===== config.mk =====
export PLATFORM = sky130hd
export DESIGN_NAME = updown_counter_mod
export DESIGN_NICKNAME = d
export VERILOG_FILES = /design/src/rtl/updown_counter_mod.sv
export SDC_FILE = /design/constraint.sdc
export NUM_CORES = 1
export LEC_CHECK = 0
export CORE_MARGIN = 10
export CORE_UTILIZATION = 25
export CTS_CLUSTER_DIAMETER = 150
export DETAILED_ROUTE_END_ITERATION = 10
export GPL_TIMING_DRIVEN = 0
export PLACE_DENSITY = 0.59
export SYNTH_ARGS = -nofsm -noshare
export SYNTH_HDL_FRONTEND = slang
export SYNTH_SLANG_ARGS = --single-unit

===== constraint.sdc =====
create_clock -name clk -period 1.6 [get_ports clk]
set_input_delay 0.32 -clock clk [delete_from_list [all_inputs] [get_ports clk]]
set_output_delay 0.32 -clock clk [all_outputs]
set_load 0.01 [all_outputs]

===== src/rtl/updown_counter_mod.sv =====
// Parametrised up/down counter with clear, clamped parallel load, wrap/saturate
// mode, terminal-count flags and a registered wrap pulse.
module updown_counter_mod #(
  parameter int WIDTH    = 5,
  parameter int MAX_VAL  = 2**WIDTH-1,
  parameter bit SATURATE = 1'b0
) (
  input  logic             clk,
  input  logic             rst,
  input  logic             en,
  input  logic             count_type,
  input  logic             clr,
  input  logic             load,
  input  logic [WIDTH-1:0] load_val,
  output logic [WIDTH-1:0] count_out,
  output logic             up_out,
  output logic             down_out,
  output logic             wrap_out
);

  localparam logic [WIDTH-1:0] MAX_CNT = WIDTH'(MAX_VAL);
  localparam logic [WIDTH:0]   MAX_EXT = {1'b0, MAX_CNT};

  logic [WIDTH:0]   inc_val;
  logic [WIDTH:0]   dec_val;
  logic             at_top;
  logic             at_bottom;
  logic [WIDTH-1:0] count_nxt;
  logic             wrap_nxt;

  // One extra bit on both paths exposes the carry past MAX_VAL and the borrow below zero.
  assign inc_val   = {1'b0, count_out} + (WIDTH+1)'(1);
  assign dec_val   = {1'b0, count_out} - (WIDTH+1)'(1);
  assign at_top    = inc_val > MAX_EXT;
  assign at_bottom = dec_val[WIDTH];

  assign up_out   = (count_out == MAX_CNT);
  assign down_out = (count_out == '0);

  always_comb begin
    count_nxt = count_out;
    wrap_nxt  = 1'b0;
    if (clr) begin
      count_nxt = '0;
    end else if (load) begin
      count_nxt = (load_val > MAX_CNT) ? MAX_CNT : load_val;
    end else if (en) begin
      if (!count_type) begin
        if (at_top) begin
          wrap_nxt  = 1'b1;
          count_nxt = SATURATE ? MAX_CNT : '0;
        end else begin
          count_nxt = inc_val[WIDTH-1:0];
        end
      end else begin
        if (at_bottom) begin
          wrap_nxt  = 1'b1;
          count_nxt = SATURATE ? '0 : MAX_CNT;
        end else begin
          count_nxt = dec_val[WIDTH-1:0];
        end
      end
    end
  end

  always_ff @(posedge clk or posedge rst) begin
    if (rst) begin
      count_out <= '0;
      wrap_out  <= 1'b0;
    end else begin
      count_out <= count_nxt;
      wrap_out  <= wrap_nxt;
    end
  end

endmodule


==> results of run 1 <==
-- layout by cell type (no fill, tap or decap), drive strengths merged --
master	n
a21oi	6
a221oi	1
a311o	1
a31o	1
a31oi	1
a32oi	1
and2	1
and3	1
and4b	2
buf	9
clkbuf	4
clkdlybuf4s50	13
dfrtp	6
dlygate4sd2	2
dlymetal6s2s	1
ha	3
inv	6
nand2	4
nand2b	1
nand3	1
nor2	6
nor2b	1
nor3	2
nor3b	2
nor4b	1
o21a	1
o21ai	3
o21bai	1
o22ai	1
o31ai	1
or2	1
or3b	1
xnor2	2
-- routing by layer --
metal  vias to the layer above  GRT usage, %
met1                       246         8.632
li1                        274             -
met4                         0             0
met2                        12         11.58
met5                         -             0
met3                         0         5.155
-- worst max-delay path, cell delays in order, from the launching register on --
cell,delay (ns)
sky130_fd_sc_hd__dfrtp_2,0.43
sky130_fd_sc_hd__inv_2,0.08
sky130_fd_sc_hd__ha_4,0.12
sky130_fd_sc_hd__or3b_4,0.37
sky130_fd_sc_hd__nor2_1,0.09
sky130_fd_sc_hd__buf_2,0.14
-- sequential cells by signal, indices dropped and copies added (netlist names) --
signal / count
count_out: 5
wrap_out: 1
-- metrics by stage --
step	power (W)	area [µm²]	std cells	hold slack, ns	setup slack, ns
finish	0.0005158	798.3	115	0.3012	-0.1849
global route	0.0005592	798.3	115	0.3179	-0.2617
CTS	0.0005212	788.3	114	0.2978	-0.2163
detailed placement	0.0003502	729.5	106	0.5583	-0.4384
global placement	0.0003491	729.5	106	0.5532	-0.4238
floorplan	0.0002717	515.5	61	0.1108	0.002194
-- what timing repair did --
action,CTS,global route
setup endpoints to repair,5,4
pin swaps,2,1
setup buffers,4,1
gates resized for setup,16,1
-- cell type report --
class | count | share of cell area [%]
plain buffers | 2 | 2.038
flip-flops and latches | 6 | 19.44
multi-input cells | 47 | 42.16
inverters | 6 | 2.821
repair buffers | 23 | 26.02
clock buffers | 4 | 3.292
well taps | 27 | 4.232
-- worst max-delay path by stage --
stage                     slack [ns]                startpoint  cells after the start                  endpoint
after detailed placement       -0.44  count_out[0]$_DFFE_PP0P_                      5                  down_out
after floorplan                0.002  count_out[0]$_DFFE_PP0P_                      6  count_out[4]$_DFFE_PP0P_
after global placement         -0.42  count_out[0]$_DFFE_PP0P_                      5                  down_out
after CTS                      -0.22  count_out[1]$_DFFE_PP0P_                      5                  down_out
after global routing           -0.26  count_out[1]$_DFFE_PP0P_                      5                  down_out
final                          -0.18  count_out[1]$_DFFE_PP0P_                      5                  down_out
-- power by group --
| group | internal (W) | switching, W |
|---|---|---|
| sequential | 0.000164 | 0.0000154 |
| combinational | 0.000102 | 0.0000820 |
| clock | 0.0000947 | 0.0000579 |
-- kinds of logic after synthesis --
| logic type | Yosys count | synth area share [%] |
|---|---|---|
| compound gates | 18 | 24.20 |
| buf+inv | 8 | 7.653 |
| fa+ha+maj | 3 | 7.408 |
| xor+xnor | 2 | 3.457 |
| flops | 6 | 29.63 |
| simple gates | 24 | 27.66 |
==> impl_results.rst, run 1 <==
.. list-table::
   :header-rows: 1

   * - Metric
     - Value
   * - CP Launch Type
     - flop
   * - CTS buffer count
     - 3
   * - Total met2 wirelength after detailed routing
     - 671 µm
   * - Reg2reg end
     - count_out[4]$_DFFE_PP0P_
   * - Clock transition time at the flip-flop clock pins of the worst setup and hold paths
     - 0.05 ns
   * - Async SR Flop Fraction
     - 100.0%
   * - Register area
     - 155.1 µm²
   * - DR DRC count
     - 0
   * - Remaining global-route overflow
     - 0
   * - Number of port buffers
     - 18
   * - Clock latency of the later-clocked register in the worst-skew pair
     - 0.24 ns
   * - R2R Setup Slk
     - -0.09 ns
   * - Count of filler cells inserted in the layout
     - 209
   * - Total routing usage reported by global routing
     - 7.398%
   * - Relative slew margins
     - 73.28%
   * - Wl on met1
     - 692 µm
   * - Final slew viol count
     - 0
   * - Total die area
     - 4228 µm²
   * - Post-synthesis instance total
     - 61
   * - Area contributors post-synth
     - sky130_fd_sc_hd__dfrtp_1, sky130_fd_sc_hd__ha_1, sky130_fd_sc_hd__a21oi_1, sky130_fd_sc_hd__inv_1, sky130_fd_sc_hd__nor2_1
   * - Clock period minus final worst setup slack
     - 1.785 ns
   * - Hold crit path type
     - in2async
   * - Reg2reg start
     - count_out[0]$_DFFE_PP0P_
   * - Post-cts hold buffer count
     - 0
   * - Count of different cell masters after synthesis
     - 31
   * - Area added between synthesis and finish
     - 57.53%
   * - HPWL after detailed placement
     - 1117 µm
   * - Violated checks
     - negative setup slack
   * - Final worst-path setup slack
     - -0.1849 ns
   * - Sequential area share after synthesis
     - 29.63%
   * - Cell area after technology mapping
     - 506.7 µm²
   * - H-tree depth reported by CTS
     - 1
   * - Diode count
     - 0
   * - Worst Max-Slew Pin Slew
     - 0.3977 ns
   * - Top cell type's share of synthesized area
     - 29.63%
   * - 1st-pass router iterations
     - 4
   * - Yosys warnings
     - 0
   * - Final setup violation count
     - 3
   * - Library cell with the largest summed area after synthesis
     - sky130_fd_sc_hd__dfrtp_1
   * - Flip-flop and latch count after synthesis
     - 6
   * - PwrDens
     - 646.1 nW/µm²
   * - Leading post-synthesis cells by instance count
     - sky130_fd_sc_hd__a21oi_1, sky130_fd_sc_hd__dfrtp_1, sky130_fd_sc_hd__inv_1, sky130_fd_sc_hd__nor2_1, sky130_fd_sc_hd__nand2_1
   * - Number of maximum-capacitance constraint violations
     - 0
   * - Count of nets after finishing
     - 103
   * - DRC marker count from the first detailed-route iteration
     - 12
   * - Area of the multi-input gates
     - 336.6 µm²
   * - Peak supply drop
     - 0.5138 mV
   * - Via count of the first global-routing pass
     - 507
   * - Number of cells on the worst reg-to-reg path
     - 6
   * - Per-cell routed wire length
     - 12.75 µm
   * - Die height
     - 65.02 µm
   * - # IOs
     - 19
   * - Leakage Power
     - 0.3533 nW
   * - Number of antenna violations at the first check in global routing
     - 0
   * - Largest buffer count on any clock path
     - 2
   * - Share of the clock period used by the worst path
     - 111.6%
   * - Final hold violation count
     - 0
   * - Final core utilization
     - 41.11%
   * - Max Used Layer
     - met3
   * - Post-route antenna net violation count
     - 0
   * - Initial core utilization
     - 26.10%
   * - Clock tree from TritonCTS
     - done
   * - Horizontal extent of the die
     - 65.02 µm
   * - Fraction of layout instances using a drive strength above 1
     - 27.27%
   * - Status
     - finished with violations
   * - Total Routed Length
     - 1466 µm
   * - WP data required
     - 1.28 ns
   * - Maximum clock frequency
     - 560.2 MHz
   * - Primary flip-flop cell chosen by synthesis mapping
     - sky130_fd_sc_hd__dfrtp_1
   * - Worst-path fanout max
     - 4
   * - Worst setup EP type
     - primary output
   * - Pin count of the biggest net entering global routing
     - 11
   * - Number of cell rows
     - 16
   * - Setup repair after global routing missed its margin
     - true
   * - DR vias/cell
     - 4.626
   * - Synthesized net count
     - 75
   * - Cell chosen for the clock root
     - sky130_fd_sc_hd__clkbuf_4
   * - Number of enable-type register cells in the synthesized netlist
     - 0
   * - Clk sinks
     - 6
   * - Core region area
     - 1942 µm²
   * - Total number of vias
     - 532
   * - Avg Synthesized Cell Area
     - 8.307 µm²
   * - Sum Neg Setup Slack
     - -0.4365 ns
   * - Metal3 WL
     - 102 µm
   * - Crit Path Class
     - reg2out
   * - Routability congestion estimate
     - 0.7918
   * - Maximum clock skew at final layout
     - 0.003989 ns
   * - Global-route wire length before repair
     - 2456 µm
   * - Arrival time at the worst endpoint
     - 1.46 ns
(Power assumes the default switching activity.)
==> run 2: changes to the inputs <==
--- a/config.mk
+++ b/config.mk
@@ -6,11 +6,12 @@
 export NUM_CORES = 1
 export LEC_CHECK = 0
 export CORE_MARGIN = 10
-export CORE_UTILIZATION = 25
+export CORE_UTILIZATION = 35
 export CTS_CLUSTER_DIAMETER = 150
 export DETAILED_ROUTE_END_ITERATION = 10
 export GPL_TIMING_DRIVEN = 0
-export PLACE_DENSITY = 0.59
+export HOLD_SLACK_MARGIN = 0.15
+export PLACE_DENSITY = 0.75
 export SYNTH_ARGS = -nofsm -noshare
 export SYNTH_HDL_FRONTEND = slang
 export SYNTH_SLANG_ARGS = --single-unit
==> impl_results.rst, run 2 (synthesis gave the netlist of run 1 again) <==
.. list-table::
   :header-rows: 1

   * - Metric
     - Value
   * - Core region area
     - 1334 µm² (-31%)
   * - Routability congestion estimate
     - 0.7501 (-5.3%)
   * - Largest buffer count on any clock path
     - 2 (unchanged)
   * - Reg2reg start
     - count_out[1]$_DFFE_PP0P_
   * - CTS buffer count
     - 3 (unchanged)
   * - Count of filler cells inserted in the layout
     - 118 (-44%)
   * - Number of maximum-capacitance constraint violations
     - 0 (unchanged)
   * - Final core utilization
     - 63.32% (+22 points)
   * - Die height
     - 58.05 µm (-11%)
   * - # IOs
     - 19 (unchanged)
   * - Total placed instance area
     - 714.4 µm² (-2.1%)
   * - Post-route antenna net violation count
     - 0 (unchanged)
   * - Peak supply drop
     - 0.5328 mV (+3.7%)
   * - Commonest cells after routing, fill and taps aside
     - sky130_fd_sc_hd__clkdlybuf4s50_1, sky130_fd_sc_hd__buf_4, sky130_fd_sc_hd__a21oi_1
   * - Most common library cell in the layout ignoring fill and taps
     - sky130_fd_sc_hd__clkdlybuf4s50_1
   * - Total routing usage reported by global routing
     - 8.976% (+1.6 points)
   * - Post-cts hold buffer count
     - 0 (unchanged)
   * - Share of the clock period used by the worst path
     - 113.1% (+1.6 points)
   * - Maximum clock skew at final layout
     - 0.006354 ns (+0.002366 ns)
   * - Final slew viol count
     - 0 (unchanged)
   * - Violated checks
     - negative setup slack
   * - Count of nets after finishing
     - 108 (+4.9%)
   * - Largest registers
     - count_out (5), wrap_out (1)
   * - Arrival time at the worst endpoint
     - 1.49 ns (+0.03 ns)
   * - Hold crit path type
     - in2async
   * - DR DRC count
     - 0 (unchanged)
   * - First element of the critical path
     - count_out[0]$_DFFE_PP0P_
   * - Switching fraction of total power
     - 30.55% (+0.45 points)
   * - Final hold violation count
     - 0 (unchanged)
   * - Via count of the first global-routing pass
     - 543 (+7.1%)
   * - Biggest cell delay along the critical path
     - 0.41 ns (-0.02 ns)
   * - Clk sinks
     - 6 (unchanged)
   * - DRC marker count from the first detailed-route iteration
     - 24 (+12)
   * - Max FFs per register
     - 5 (unchanged)
   * - Net switching power
     - 0.0001653 W (+6.4%)
   * - Layout Cell Area excl Fill
     - 844.6 µm² (+5.8%)
   * - Pre-CTS worst setup slack
     - -0.4317 ns (+0.006747 ns)
   * - Worst Max-Slew Pin Slew
     - 0.2952 ns (-0.1026 ns)
   * - Total die area
     - 3370 µm² (-20%)
   * - Cell chosen for the clock root
     - sky130_fd_sc_hd__clkbuf_4
   * - Leakage Power
     - 0.3827 nW (+8.3%)
   * - Remaining global-route overflow
     - 0 (unchanged)
   * - Final worst-path setup slack
     - -0.2103 ns (-0.02534 ns)
   * - HPWL after detailed placement
     - 1030 µm (-7.7%)
   * - Number of cells on the worst reg-to-reg path
     - 6 (unchanged)
   * - Clock tree from TritonCTS
     - done
   * - Register with the most flip-flops
     - count_out
   * - Clock latency of the later-clocked register in the worst-skew pair
     - 0.25 ns (about the same)
   * - CP Launch Type
     - flop
   * - Crit Path Class
     - reg2out
   * - DR vias/cell
     - 5.454 (+18%)
   * - Setup repair after global routing missed its margin
     - true
   * - Area added between synthesis and finish
     - 66.67%
   * - Number of antenna violations at the first check in global routing
     - 0 (unchanged)
   * - Worst-path fanout max
     - 2 (-2)
   * - R2R Setup Slk
     - -0.09 ns (about the same)
   * - Diode count
     - 0 (unchanged)
   * - Global-route wire length before repair
     - 2470 µm (+0.57%)
   * - 1st-pass router iterations
     - 4 (unchanged)
   * - Total Routed Length
     - 1554 µm (+6.0%)
   * - Horizontal extent of the die
     - 58.05 µm (-11%)
   * - Initial core utilization
     - 37.99% (+12 points)
   * - Proportion of power drawn by combinational gates
     - 39.5% (+3.8 points)
   * - Number of cell rows
     - 13 (-3)
   * - Number of port buffers
     - 18 (unchanged)
   * - Status
     - finished with violations
   * - Reg2reg end
     - count_out[4]$_DFFE_PP0P_
   * - Overall power consumption
     - 0.0005410 W (+4.9%)
   * - Clock power share
     - 28.1% (-1.5 points)
   * - Top cell family by delay on the critical path
     - simple AND/OR/NAND/NOR gates
   * - Fraction of layout instances using a drive strength above 1
     - 34.41% (+7.1 points)
   * - WP data required
     - 1.28 ns (about the same)
   * - PwrDens
     - 640.5 nW/µm² (-0.86%)
   * - Int Pwr
     - 0.0003757 W (+4.2%)
   * - Maximum clock frequency
     - 552.4 MHz (-1.4%)
   * - Total number of vias
     - 589 (+11%)
   * - Critical path's slowest cell
     - sky130_fd_sc_hd__dfrtp_2
   * - Sum Neg Setup Slack
     - -0.4464 ns (-0.009874 ns)
   * - Worst setup EP type
     - primary output
   * - Relative slew margins
     - 80.26% (+7.0 points)
   * - Crit path buf inv count
     - 2 (unchanged)
   * - Part of the power in registers
     - 32.3% (-2.5 points)
   * - Clock period minus final worst setup slack
     - 1.810 ns (+0.02534 ns)
   * - Final setup violation count
     - 3 (unchanged)
   * - CP Cell Sequence
     - inv_2 > ha_4 > or3b_4 > nor2_2 > buf_2
   * - H-tree depth reported by CTS
     - 1 (unchanged)
   * - Pin count of the biggest net entering global routing
     - 11 (unchanged)
   * - Per-cell routed wire length
     - 14.39 µm (+13%)
   * - Clock transition time at the flip-flop clock pins of the worst setup and hold paths
     - 0.05 ns (about the same)
[run 2: changes by cell type in the layout (fill, tap and decap cells not counted)]
cell / before / now
sky130_fd_sc_hd__nor4b_2: 0 / 1
sky130_fd_sc_hd__nor3_1: 2 / 1
sky130_fd_sc_hd__ha_4: 1 / 2
sky130_fd_sc_hd__nor2_1: 6 / 5
sky130_fd_sc_hd__ha_2: 1 / 0
sky130_fd_sc_hd__nor4b_1: 1 / 0
sky130_fd_sc_hd__nor3_2: 0 / 1
sky130_fd_sc_hd__buf_4: 5 / 10
sky130_fd_sc_hd__nor2_2: 0 / 1
[run 2: through the flow]
step                      std cells  hold slack (ns)
after CTS                       105           0.2876
after global placement           94           0.5535
final                           108           0.2928
after detailed placement         94           0.5545
after floorplan                  61           0.1108
after global routing            108           0.2975
[run 2: worst register-to-register path: cells and delay by family, from the launching register on]
kind | cells | cell delay [ns]
buffers and inverters | 1 | 0.15
AND/OR/NAND/NOR | 2 | 0.33
adder cells (fa/ha/maj) | 2 | 0.41
AO/OA/AOI/OAI | 1 | 0.26
flip-flops | 1 | 0.41
[run 2: power by group through the flow]
stage	Clock [W]	Sequential [W]	Combinational, W
after floorplan	0	0.000185	0.0000866
after global placement	0	0.000183	0.000163
after detailed placement	0	0.000184	0.000164
after CTS	0.000161	0.000177	0.000193
after global routing	0.000174	0.000176	0.000232
final	0.000152	0.000175	0.000214
[run 2: final cells by class]
| type | instances | area (µm²) | share of cell area [%] |
|---|---|---|---|
| inverter | 6 | 22.52 | 2.667 |
| sequential | 6 | 155.1 | 18.37 |
| clock buffer | 4 | 26.28 | 3.111 |
| multi-input combinational | 47 | 360.3 | 42.67 |
| timing repair buffer | 28 | 245.2 | 29.04 |
| tap | 15 | 18.77 | 2.222 |
| buffer | 2 | 16.27 | 1.926 |
[run 2: worst max-delay path by stage]
stage,endpoint,slack [ns],cells past startpoint
3_3_place_gp,down_out,-0.40,5
2_1_floorplan,count_out[4]$_DFFE_PP0P_,0.002,6
5_1_grt,down_out,-0.23,5
4_1_cts,down_out,-0.21,5
6_report,down_out,-0.21,5
3_5_place_dp,down_out,-0.43,5
[run 2: repair_timing]
action	in CTS	in global routing
resized for setup	17	4
endpoints found under the hold margin	0	0
setup buffers	7	3
pin swaps	2	2
endpoints found under the setup margin	5	7
[run 2: metal layers]
layer	share of wire (%)	vias to the layer above	global-route usage [%]
li1	-	285	-
met1	38	277	9.235
met2	51	25	14.57
met3	9.6	2	5.011
met4	0.51	0	4.027
met5	0	-	0
==> run 3: changes to the inputs <==
--- a/config.mk
+++ b/config.mk
@@ -5,7 +5,8 @@
 export SDC_FILE = /design/constraint.sdc
 export NUM_CORES = 1
 export LEC_CHECK = 0
-export CORE_MARGIN = 10
+export CAP_MARGIN = 20
+export CORE_MARGIN = 2
 export CORE_UTILIZATION = 35
 export CTS_CLUSTER_DIAMETER = 150
 export DETAILED_ROUTE_END_ITERATION = 10
==> impl_results.rst, run 3 (synthesis gave the netlist of run 1 again) <==
.. list-table::
   :header-rows: 1

   * - Metric
     - Value
   * - Status
     - finished with violations
   * - Violated checks
     - negative setup slack
   * - Routability congestion estimate
     - 0.8118 (+8.2%)
   * - Peak supply drop
     - 0.6051 mV (+14%)
   * - Met2 Track Usage GR
     - 25.94% (+11 points)
   * - Core region area
     - 1334 µm² (unchanged)
   * - Int Pwr
     - 0.0003729 W (-0.76%)
   * - Number of cells on the worst reg-to-reg path
     - 6 (unchanged)
   * - Maximum clock frequency
     - 561.5 MHz (+1.7%)
   * - Net switching power
     - 0.0001658 W (+0.30%)
   * - Cell chosen for the clock root
     - sky130_fd_sc_hd__clkbuf_4
   * - Largest buffer count on any clock path
     - 2 (unchanged)
   * - Final core utilization
     - 61.63% (-1.7 points)
   * - Largest registers
     - count_out (5), wrap_out (1)
   * - Clock power share
     - 29.2% (+1.1 points)
   * - Register with the most flip-flops
     - count_out
   * - Worst Max-Slew Pin Slew
     - 0.3884 ns (+0.09321 ns)
   * - Final hold violation count
     - 0 (unchanged)
   * - Share of the clock period used by the worst path
     - 111.3% (-1.8 points)
   * - Top cell family by delay on the critical path
     - flip-flops
   * - Arrival time at the worst endpoint
     - 1.46 ns (-0.03 ns)
   * - Post-route antenna net violation count
     - 0 (unchanged)
   * - Number of maximum-capacitance constraint violations
     - 0 (unchanged)
   * - Horizontal extent of the die
     - 42.05 µm (-28%)
   * - H-tree depth reported by CTS
     - 1 (unchanged)
   * - Total die area
     - 1768 µm² (-48%)
   * - Max FFs per register
     - 5 (unchanged)
   * - Reg2reg start
     - count_out[0]$_DFFE_PP0P_
   * - Biggest cell delay along the critical path
     - 0.42 ns (about the same)
   * - Clock transition time at the flip-flop clock pins of the worst setup and hold paths
     - 0.06 ns (about the same)
   * - DRC marker count from the first detailed-route iteration
     - 17 (-29%)
   * - Number of antenna violations at the first check in global routing
     - 0 (unchanged)
   * - Crit Path Class
     - reg2out
   * - Clock period minus final worst setup slack
     - 1.781 ns (-0.02945 ns)
   * - Global Route met1 Usage
     - 18.73% (+9.5 points)
   * - Fraction of layout instances using a drive strength above 1
     - 30.77% (-3.6 points)
   * - Maximum clock skew at final layout
     - 0.01197 ns (+0.005619 ns)
   * - Number of cell rows
     - 13 (unchanged)
   * - Diode count
     - 0 (unchanged)
   * - Count of filler cells inserted in the layout
     - 121 (+2.5%)
   * - Post-cts hold buffer count
     - 0 (unchanged)
   * - Setup repair after global routing missed its margin
     - true
   * - WP data required
     - 1.28 ns (about the same)
   * - Via count of the first global-routing pass
     - 483 (-11%)
   * - Total number of vias
     - 577 (-2.0%)
   * - PwrDens
     - 655.2 nW/µm² (+2.3%)
   * - Relative slew margins
     - 73.91% (-6.4 points)
   * - Count of nets after finishing
     - 106 (-1.9%)
   * - Most common library cell in the layout ignoring fill and taps
     - sky130_fd_sc_hd__clkdlybuf4s50_1
   * - Part of the power in registers
     - 32.8% (+0.5 points)
   * - Total routing usage reported by global routing
     - 15.70% (+6.7 points)
   * - Clk sinks
     - 6 (unchanged)
   * - Clock latency of the later-clocked register in the worst-skew pair
     - 0.25 ns (about the same)
   * - Pre-CTS worst setup slack
     - -0.4170 ns (+0.01469 ns)
   * - Final worst-path setup slack
     - -0.1808 ns (+0.02945 ns)
   * - Remaining global-route overflow
     - 0 (unchanged)
   * - Number of port buffers
     - 18 (unchanged)
   * - Clock tree from TritonCTS
     - done
   * - Crit path buf inv count
     - 2 (unchanged)
   * - Worst-path fanout max
     - 3 (+1)
   * - Reg2reg end
     - count_out[4]$_DFFE_PP0P_
   * - Commonest cells after routing, fill and taps aside
     - sky130_fd_sc_hd__clkdlybuf4s50_1, sky130_fd_sc_hd__buf_4, sky130_fd_sc_hd__nor2_1, sky130_fd_sc_hd__a21oi_1
   * - GR met3 Demand/Resource
     - 6.897% (+1.9 points)
   * - Die height
     - 42.05 µm (-28%)
   * - Pin count of the biggest net entering global routing
     - 11 (unchanged)
   * - Total Routed Length
     - 1388 µm (-11%)
   * - Proportion of power drawn by combinational gates
     - 38.0% (-1.5 points)
   * - Hold Worst Slack
     - 0.2893 ns (-0.003451 ns)
   * - Critical path's slowest cell
     - sky130_fd_sc_hd__dfrtp_2
   * - R2R Setup Slk
     - -0.15 ns (-0.06 ns)
   * - 1st-pass router iterations
     - 4 (unchanged)
   * - Switching fraction of total power
     - 30.77% (+0.23 points)
   * - # IOs
     - 19 (unchanged)
   * - Area added between synthesis and finish
     - 62.22%
   * - DR vias/cell
     - 5.443 (-0.19%)
   * - DR DRC count
     - 0 (unchanged)
   * - Final setup violation count
     - 3 (unchanged)
   * - Hold crit path type
     - in2async
   * - Per-cell routed wire length
     - 13.09 µm (-9.0%)
   * - HPWL after detailed placement
     - 933.3 µm (-9.4%)
   * - Global-route wire length before repair
     - 2125 µm (-14%)
   * - Final slew viol count
     - 0 (unchanged)
   * - CP Launch Type
     - flop
   * - Worst setup EP type
     - primary output
   * - Initial core utilization
     - 37.99% (unchanged)
   * - Leakage Power
     - 0.3727 nW (-2.6%)
   * - CP Cell Sequence
     - buf_4 > ha_2 > and3_4 > ha_1 > buf_2
   * - CTS buffer count
     - 3 (unchanged)
   * - Routing layer with the top usage in global route
     - met2
[run 3: changes by cell type in the layout (fill, tap and decap cells not counted)]
cell	delta
sky130_fd_sc_hd__buf_4	-2
sky130_fd_sc_hd__clkdlybuf4s50_1	+1
sky130_fd_sc_hd__dlygate4sd2_1	-1
sky130_fd_sc_hd__ha_2	+1
sky130_fd_sc_hd__ha_4	-1
sky130_fd_sc_hd__nor2_1	+1
sky130_fd_sc_hd__nor2_2	-1
sky130_fd_sc_hd__nor3_1	+1
sky130_fd_sc_hd__nor3_2	-1
sky130_fd_sc_hd__nor4b_2	-1
sky130_fd_sc_hd__nor4b_4	+1
[run 3: metrics by stage]
stage | cells | TNS (ns) | total power (W) | instance area, µm²
finish | 106 | -0.5081 | 0.0005386 | 822.0
global route | 106 | -0.6640 | 0.0005716 | 822.0
CTS | 104 | -0.5077 | 0.0005265 | 789.5
detailed placement | 94 | -1.193 | 0.0003477 | 714.4
global placement | 94 | -1.011 | 0.0003450 | 714.4
floorplan | 61 | 0 | 0.0002717 | 515.5
[run 3: worst max path at each step]
stage                        startpoint                        to  slack, ns  cells after the start
5_1_grt        count_out[1]$_DFFE_PP0P_                    up_out      -0.23                      5
6_report       count_out[0]$_DFFE_PP0P_                    up_out      -0.18                      5
2_1_floorplan  count_out[0]$_DFFE_PP0P_  count_out[4]$_DFFE_PP0P_      0.002                      6
4_1_cts        count_out[0]$_DFFE_PP0P_                  down_out      -0.19                      5
3_3_place_gp   count_out[0]$_DFFE_PP0P_                  down_out      -0.40                      5
3_5_place_dp   count_out[0]$_DFFE_PP0P_                  down_out      -0.42                      5
[run 3: routing by layer]
layer / routed length, µm / vias to the layer above
met2: 696 / 20
met1: 587 / 275
li1: - / 280
met3: 94 / 2
met4: 9 / 0
met5: 0 / -
[run 3: timing repair]
action	in CTS	in global routing
setup buffers	6	2
resized for setup	15	3
pin swaps	2	1
setup endpoints to repair	5	6
[run 3: power by group through the flow]
stage / sequential (W) / combinational (W) / clock, W
after floorplan: 0.000185 / 0.0000866 / 0
after global placement: 0.000184 / 0.000161 / 0
after detailed placement: 0.000184 / 0.000164 / 0
after CTS: 0.000177 / 0.000189 / 0.000160
after global routing: 0.000178 / 0.000222 / 0.000171
final: 0.000177 / 0.000205 / 0.000157
[run 3: worst register-to-register path, stage by stage (launching register included)]
cell                      delay, ns
sky130_fd_sc_hd__dfrtp_2       0.42
sky130_fd_sc_hd__buf_4         0.15
sky130_fd_sc_hd__ha_2          0.18
sky130_fd_sc_hd__and3_4        0.17
sky130_fd_sc_hd__ha_1          0.26
sky130_fd_sc_hd__and4b_1       0.17
sky130_fd_sc_hd__a311o_1       0.27
[run 3: area by class of cell]
class                   instances  area (µm²)  area share [%]
multi-input cells              47       351.6           42.77
inverters                       6       22.52           2.740
repair buffers                 26       231.5           28.16
plain buffers                   2       16.27           1.979
flip-flops and latches          6       155.1           18.87
well taps                      15       18.77           2.283
clock buffers                   4       26.28           3.196
==> variant 1: new RTL, flow settings as in run 2 <==
Change the parameter `SATURATE` from 1'b0 to 1'b1.
--- a/src/rtl/updown_counter_mod.sv
+++ b/src/rtl/updown_counter_mod.sv
@@ -5,3 +5,3 @@
   parameter int MAX_VAL  = 2**WIDTH-1,
-  parameter bit SATURATE = 1'b0
+  parameter bit SATURATE = 1'b1
 ) (
Formal check against the unedited RTL: not equivalent (a bounded check fails within 4 cycles, from zero or initial values and one cycle with rst high).
==> variant 1 against run 2 <==
  * The flow still finishes with violations (negative setup slack)
  * Largest cell class unchanged
  * Sequential cell count is the same
  * Die area increased by 7.7%
  * Worst setup slack improved by 0.18 ns
  * Synthesized area up 12%
  * Cell area up 7.6%
  * Sequential power is 2% higher
  * Non-clock buffer count unchanged
  * Total power up 4.0%
  * Count of clock-buffer cells in the layout fell by 1
  * Cell count rose by 5.6%
  * Critical path type unchanged
  * Wire length up 20%
  * Maximum frequency is 11% higher
  * Sequential share of layout area is 1.4 points lower
==> variant 1: results (changes against run 2) <==
[synthesis]
synthTopCellsByCount = a21oi_1, inv_1, dfrtp_1  ; was a21oi_1, dfrtp_1, inv_1, nor2_1, nand2_1
syn_nets = 82  ; was 75
synth.area.top_cells = dfrtp_1, a21oi_1, ha_1, inv_1, a221oi_1  ; was dfrtp_1, ha_1, a21oi_1, inv_1, nor2_1

[grt]
grt.total_usage_pct = 9.79  ; was 8.98%
met2_usage_pct = 18.5  ; was 14.6%
met1_usage_pct = 9.26  ; was 9.23%
grtUsageMet3_pct = 4.24  ; was 5.01%

[worst_setup_path]
arrival_ns = 1.31  ; was 1.49 ns
critPathMaxFanout = 4  ; was 2
reg2regPathDepth = 8  ; was 6
critPathLaunch = count_out[1]  ; was count_out[0]
r2r_end = count_out[2]  ; was count_out[4]
slowest_delay_ns = 0.44  ; was 0.41 ns

[place]
dp_worst_setup_slack_ns = -0.295  ; was -0.432 ns
hpwl_um = 1250  ; was 1030 um

[timing]
fin_ws_ns = -0.0298  ; was -0.210 ns
hold_slack_ns = 0.292  ; was 0.293 ns
finalSetupViolations = 1  ; was 3

[layout]
num-nets-final = 114  ; was 108
layout-drive-gt1-share_pct = 30.6  ; was 34.4%

[power]
power.switching_uw = 187  ; was 165 uW

[route]
dr_wl_met3_um = 193  ; was 149 um
drt_iter0_markers = 21  ; was 24

[run_status]
status = complete, but fails checks  ; unchanged
violations = negative setup slack  ; unchanged

[clock_network]
post_cts_buffers = 8  ; was 7

[variant 1: metrics by stage]
step | cell area, sq um | std cells
6_report | 908 | 114
5_1_grt | 908 | 114
4_1_cts | 870 | 113
3_5_place_dp | 767 | 102
3_3_place_gp | 767 | 102
2_1_floorplan | 567 | 68
[variant 1: final cells by class]
class                   instances  area share, %
repair buffers                 27           27.1
well taps                      16           2.20
flip-flops and latches          6           16.9
plain buffers                   3           3.31
clock buffers                   3           2.48
multi-input cells              50           43.9
inverters                       9           3.99
[variant 1: logic make-up (layout without fill, tap and decap cells)]
group                      after synthesis  count (layout)  share of synthesized area (%)
AOI/OAI and AO/OA                       27              27                           31.8
adders and majority gates                3               3                           6.62
buffers and inverters                   12              42                           11.3
DFF                                      6               6                           26.5
muxes                                    1               1                           1.77
and+or+nand+nor                         19              19                           22.1
[variant 1: critical path: cells and delay by family, from the launching register on]
family | cells | cell delay [ns]
adders and majority gates | 2 | 0.35
buffers and inverters | 1 | 0.11
DFF | 1 | 0.44
and+or+nand+nor | 1 | 0.17
[variant 1: worst max path at each step]
stage                               to  cells past startpoint
final                           up_out                      4
after CTS                       up_out                      4
after global routing            up_out                      4
after detailed placement        up_out                      4
after floorplan           count_out[4]                      6
after global placement          up_out                      4
[variant 1: power groups by stage]
stage | sequential, mW | combinational (mW) | clock (mW)
2_1_floorplan | 0.185 | 0.107 | 0
3_5_place_dp | 0.184 | 0.194 | 0
4_1_cts | 0.179 | 0.233 | 0.140
5_1_grt | 0.180 | 0.268 | 0.152
6_report | 0.179 | 0.248 | 0.136
3_3_place_gp | 0.183 | 0.189 | 0
==> variant 2: new RTL, config.mk and constraints of run 2 <==
Without the edit above. Register the outputs `up_out` and `down_out`, without a reset; this adds one clock of latency there. The other outputs are not delayed to match.
--- a/src/rtl/updown_counter_mod.sv
+++ b/src/rtl/updown_counter_mod.sv
@@ -36,4 +36,6 @@
 
-  assign up_out   = (count_out == MAX_CNT);
-  assign down_out = (count_out == '0);
+  always_ff @(posedge clk) begin
+    up_out   <= (count_out == MAX_CNT);
+    down_out <= (count_out == '0);
+  end
 
Function: changed (Yosys sat finds a counterexample within 4 cycles, from zero or initial values and one cycle with rst high).
==> variant 2 against run 2 <==
  * Synthesized area increased by 5.7%
  * Clock skew increased by 0.0081 ns
  * First-iteration DRC count unchanged
  * Global-route usage decreased by 0.93 points
  * Wire length decreased by 6.5%
  * Critical path depth decreased by 4
  * Sequential cell count increased by 2
  * Non-clock buffer count decreased by 6
  * Worst setup slack improved by 0.25 ns
  * Total power increased by 8.9%
  * Worst hold slack got worse by 0.027 ns
  * Cell area decreased by 2.2%
  * Register-to-register slack improved by 0.17 ns
==> variant 2: results (changes against run 2) <==
[run_status]
status = completed  ; was complete, but fails checks

[layout]
diodes = 0  ; unchanged
layout-drive-gt1-share_pct = 21.8  ; was 34.4%
largest_register_ffs = 5  ; unchanged
num-nets-final = 102  ; was 108
regMostFlops = count_out  ; unchanged

[grt]
grt_max_degree = 11  ; unchanged
grt.total_usage_pct = 8.04  ; was 8.98%
grt_pass1_vias = 518  ; was 543
grt_pass1_wl_um = 2250  ; was 2470 um
antenna_found_initial = 0  ; unchanged

[clock_network]
cts-buffers-inserted = 3  ; unchanged
cts-htree-levels = 1  ; unchanged
clkLatencyLatePin_ns = 0.26
clk_pin_slew_ns = 0.06
cts_root_buffer = clkbuf_4  ; unchanged
clock_path_buffers = 2  ; unchanged

[worst_setup_path]
critical-path-slowest-cell = clkdlybuf4s50_1  ; was dfrtp_2
arrival_ns = 1.24  ; was 1.49 ns
reg2regPathDepth = 5  ; was 6
critPathMaxFanout = 5  ; was 2
slowest_delay_ns = 0.56  ; was 0.41 ns
crit_family = buffers and inverters  ; was simple AND/OR/NAND/NOR gates

[synthesis]
ys_types = 30  ; was 31
synthTopCellsByCount = dfrtp_1, inv_1, nor2_1  ; was a21oi_1, dfrtp_1, inv_1, nor2_1, nand2_1
syn_nets = 75  ; unchanged
ys_async_sr_fraction_pct = 75.0  ; was 100%
synthFlopType = dfrtp_1  ; unchanged
synth.area.top_cells = dfrtp_1, dfxtp_1, ha_1, and3_1, inv_1  ; was dfrtp_1, ha_1, a21oi_1, inv_1, nor2_1
yosysWarnings = 0  ; unchanged
seq_area_frac_synth_pct = 35.5  ; was 29.6%

[route]
wl_per_cell_um = 14.1  ; was 14.4 um
routed-wl-met2_um = 642  ; was 799 um
antenna_left = 0  ; unchanged
wl_met1_um = 667  ; was 595 um
top_layer = met4  ; unchanged
drc = 0  ; unchanged
dr_wl_met3_um = 107  ; was 149 um
routed_via_density = 5.47  ; was 5.45
drt_iter0_markers = 24  ; unchanged
dr.pass1.iters = 4  ; unchanged

[timing]
slew_headroom_pct = 82.1  ; was 80.3%
fin_skew_ns = 0.0144  ; was 0.00635 ns

[power]
max-vdd-ir-drop_mv = 0.534  ; was 0.533 mV
p_leak_nw = 0.346  ; was 0.383 nW

[place]
portBuffers = 17  ; was 18
gp_congestion = 0.856  ; was 0.750
hpwl_um = 1050  ; was 1030 um

[flow_run]
timing.max_cap.violations = 0  ; unchanged

[min_path]
hold_path.class = in -> async  ; unchanged

==> variant 2: changes by cell type after synthesis, sizes merged, moves of 2 or more <==
cell | run 2 | this run
nor3b | 2 | 0
and3 | 1 | 3
a21oi | 6 | 3
a211oi | 0 | 2
dfxtp | 0 | 2
==> variant 2: timing repair <==
action | in CTS | in global routing
setup buffers | 2 | 3
pin swaps | 0 | 4
hold buffers | 0 | 0
gates cloned | 0 | 0
resized for setup | 6 | 3
setup endpoints to repair | 4 | 4
==> variant 2: per-stage QoR <==
step	cells	cell area, sq um	setup slack (ns)	hold slack, ns
6_report	103	826	0.0386	0.265
3_5_place_dp	94	727	-0.104	0.554
2_1_floorplan	61	537	0.000145	0.111
4_1_cts	100	783	0.00894	0.274
5_1_grt	103	826	-0.00638	0.298
3_3_place_gp	94	727	-0.0888	0.552
==> variant 2: cell families (layout without fill, tap and decap cells) <==
| logic type | Yosys count | after routing | share of synthesized area [%] |
|---|---|---|---|
| fa+ha+maj | 3 | 3 | 7.01 |
| simple gates | 20 | 20 | 20.6 |
| xor+xnor | 2 | 2 | 3.27 |
| flops | 8 | 8 | 35.5 |
| buf+inv | 7 | 33 | 6.54 |
| compound gates | 21 | 21 | 27.1 |
==> variant 2: cell type report <==
class / count / area (sq um)
multi-input combinational: 46 / 343
timing repair buffer: 22 / 206
fill: 136 / 646
inverter: 5 / 18.8
tap: 16 / 20.0
sequential: 8 / 195
clock buffer: 4 / 26.3
buffer: 2 / 16.3
==> variant 2: where the power goes <==
| group | switching [mW] | internal (mW) |
|---|---|---|
| registers | 0.0199 | 0.218 |
| logic | 0.0785 | 0.102 |
| clock network | 0.0746 | 0.0957 |
==> variant 2: path summary, 6_finish.rpt <==
path                                 to          from  slack (ns)
max                        count_out[0]  count_out[0]        0.04
min                            wrap_out           rst        0.27
max reg2reg                count_out[4]  count_out[0]        0.08
min reg2reg                      up_out  count_out[4]        0.65
max in group asynchronous  count_out[4]           rst        1.10
min in group clk               wrap_out            en        0.36
==> variant 2: metal layers <==
metal	global-route usage (%)	vias to the layer above
li1	-	280
met5	0	-
met4	4.26	0
met1	9.09	252
met2	12.3	27
met3	3.65	4
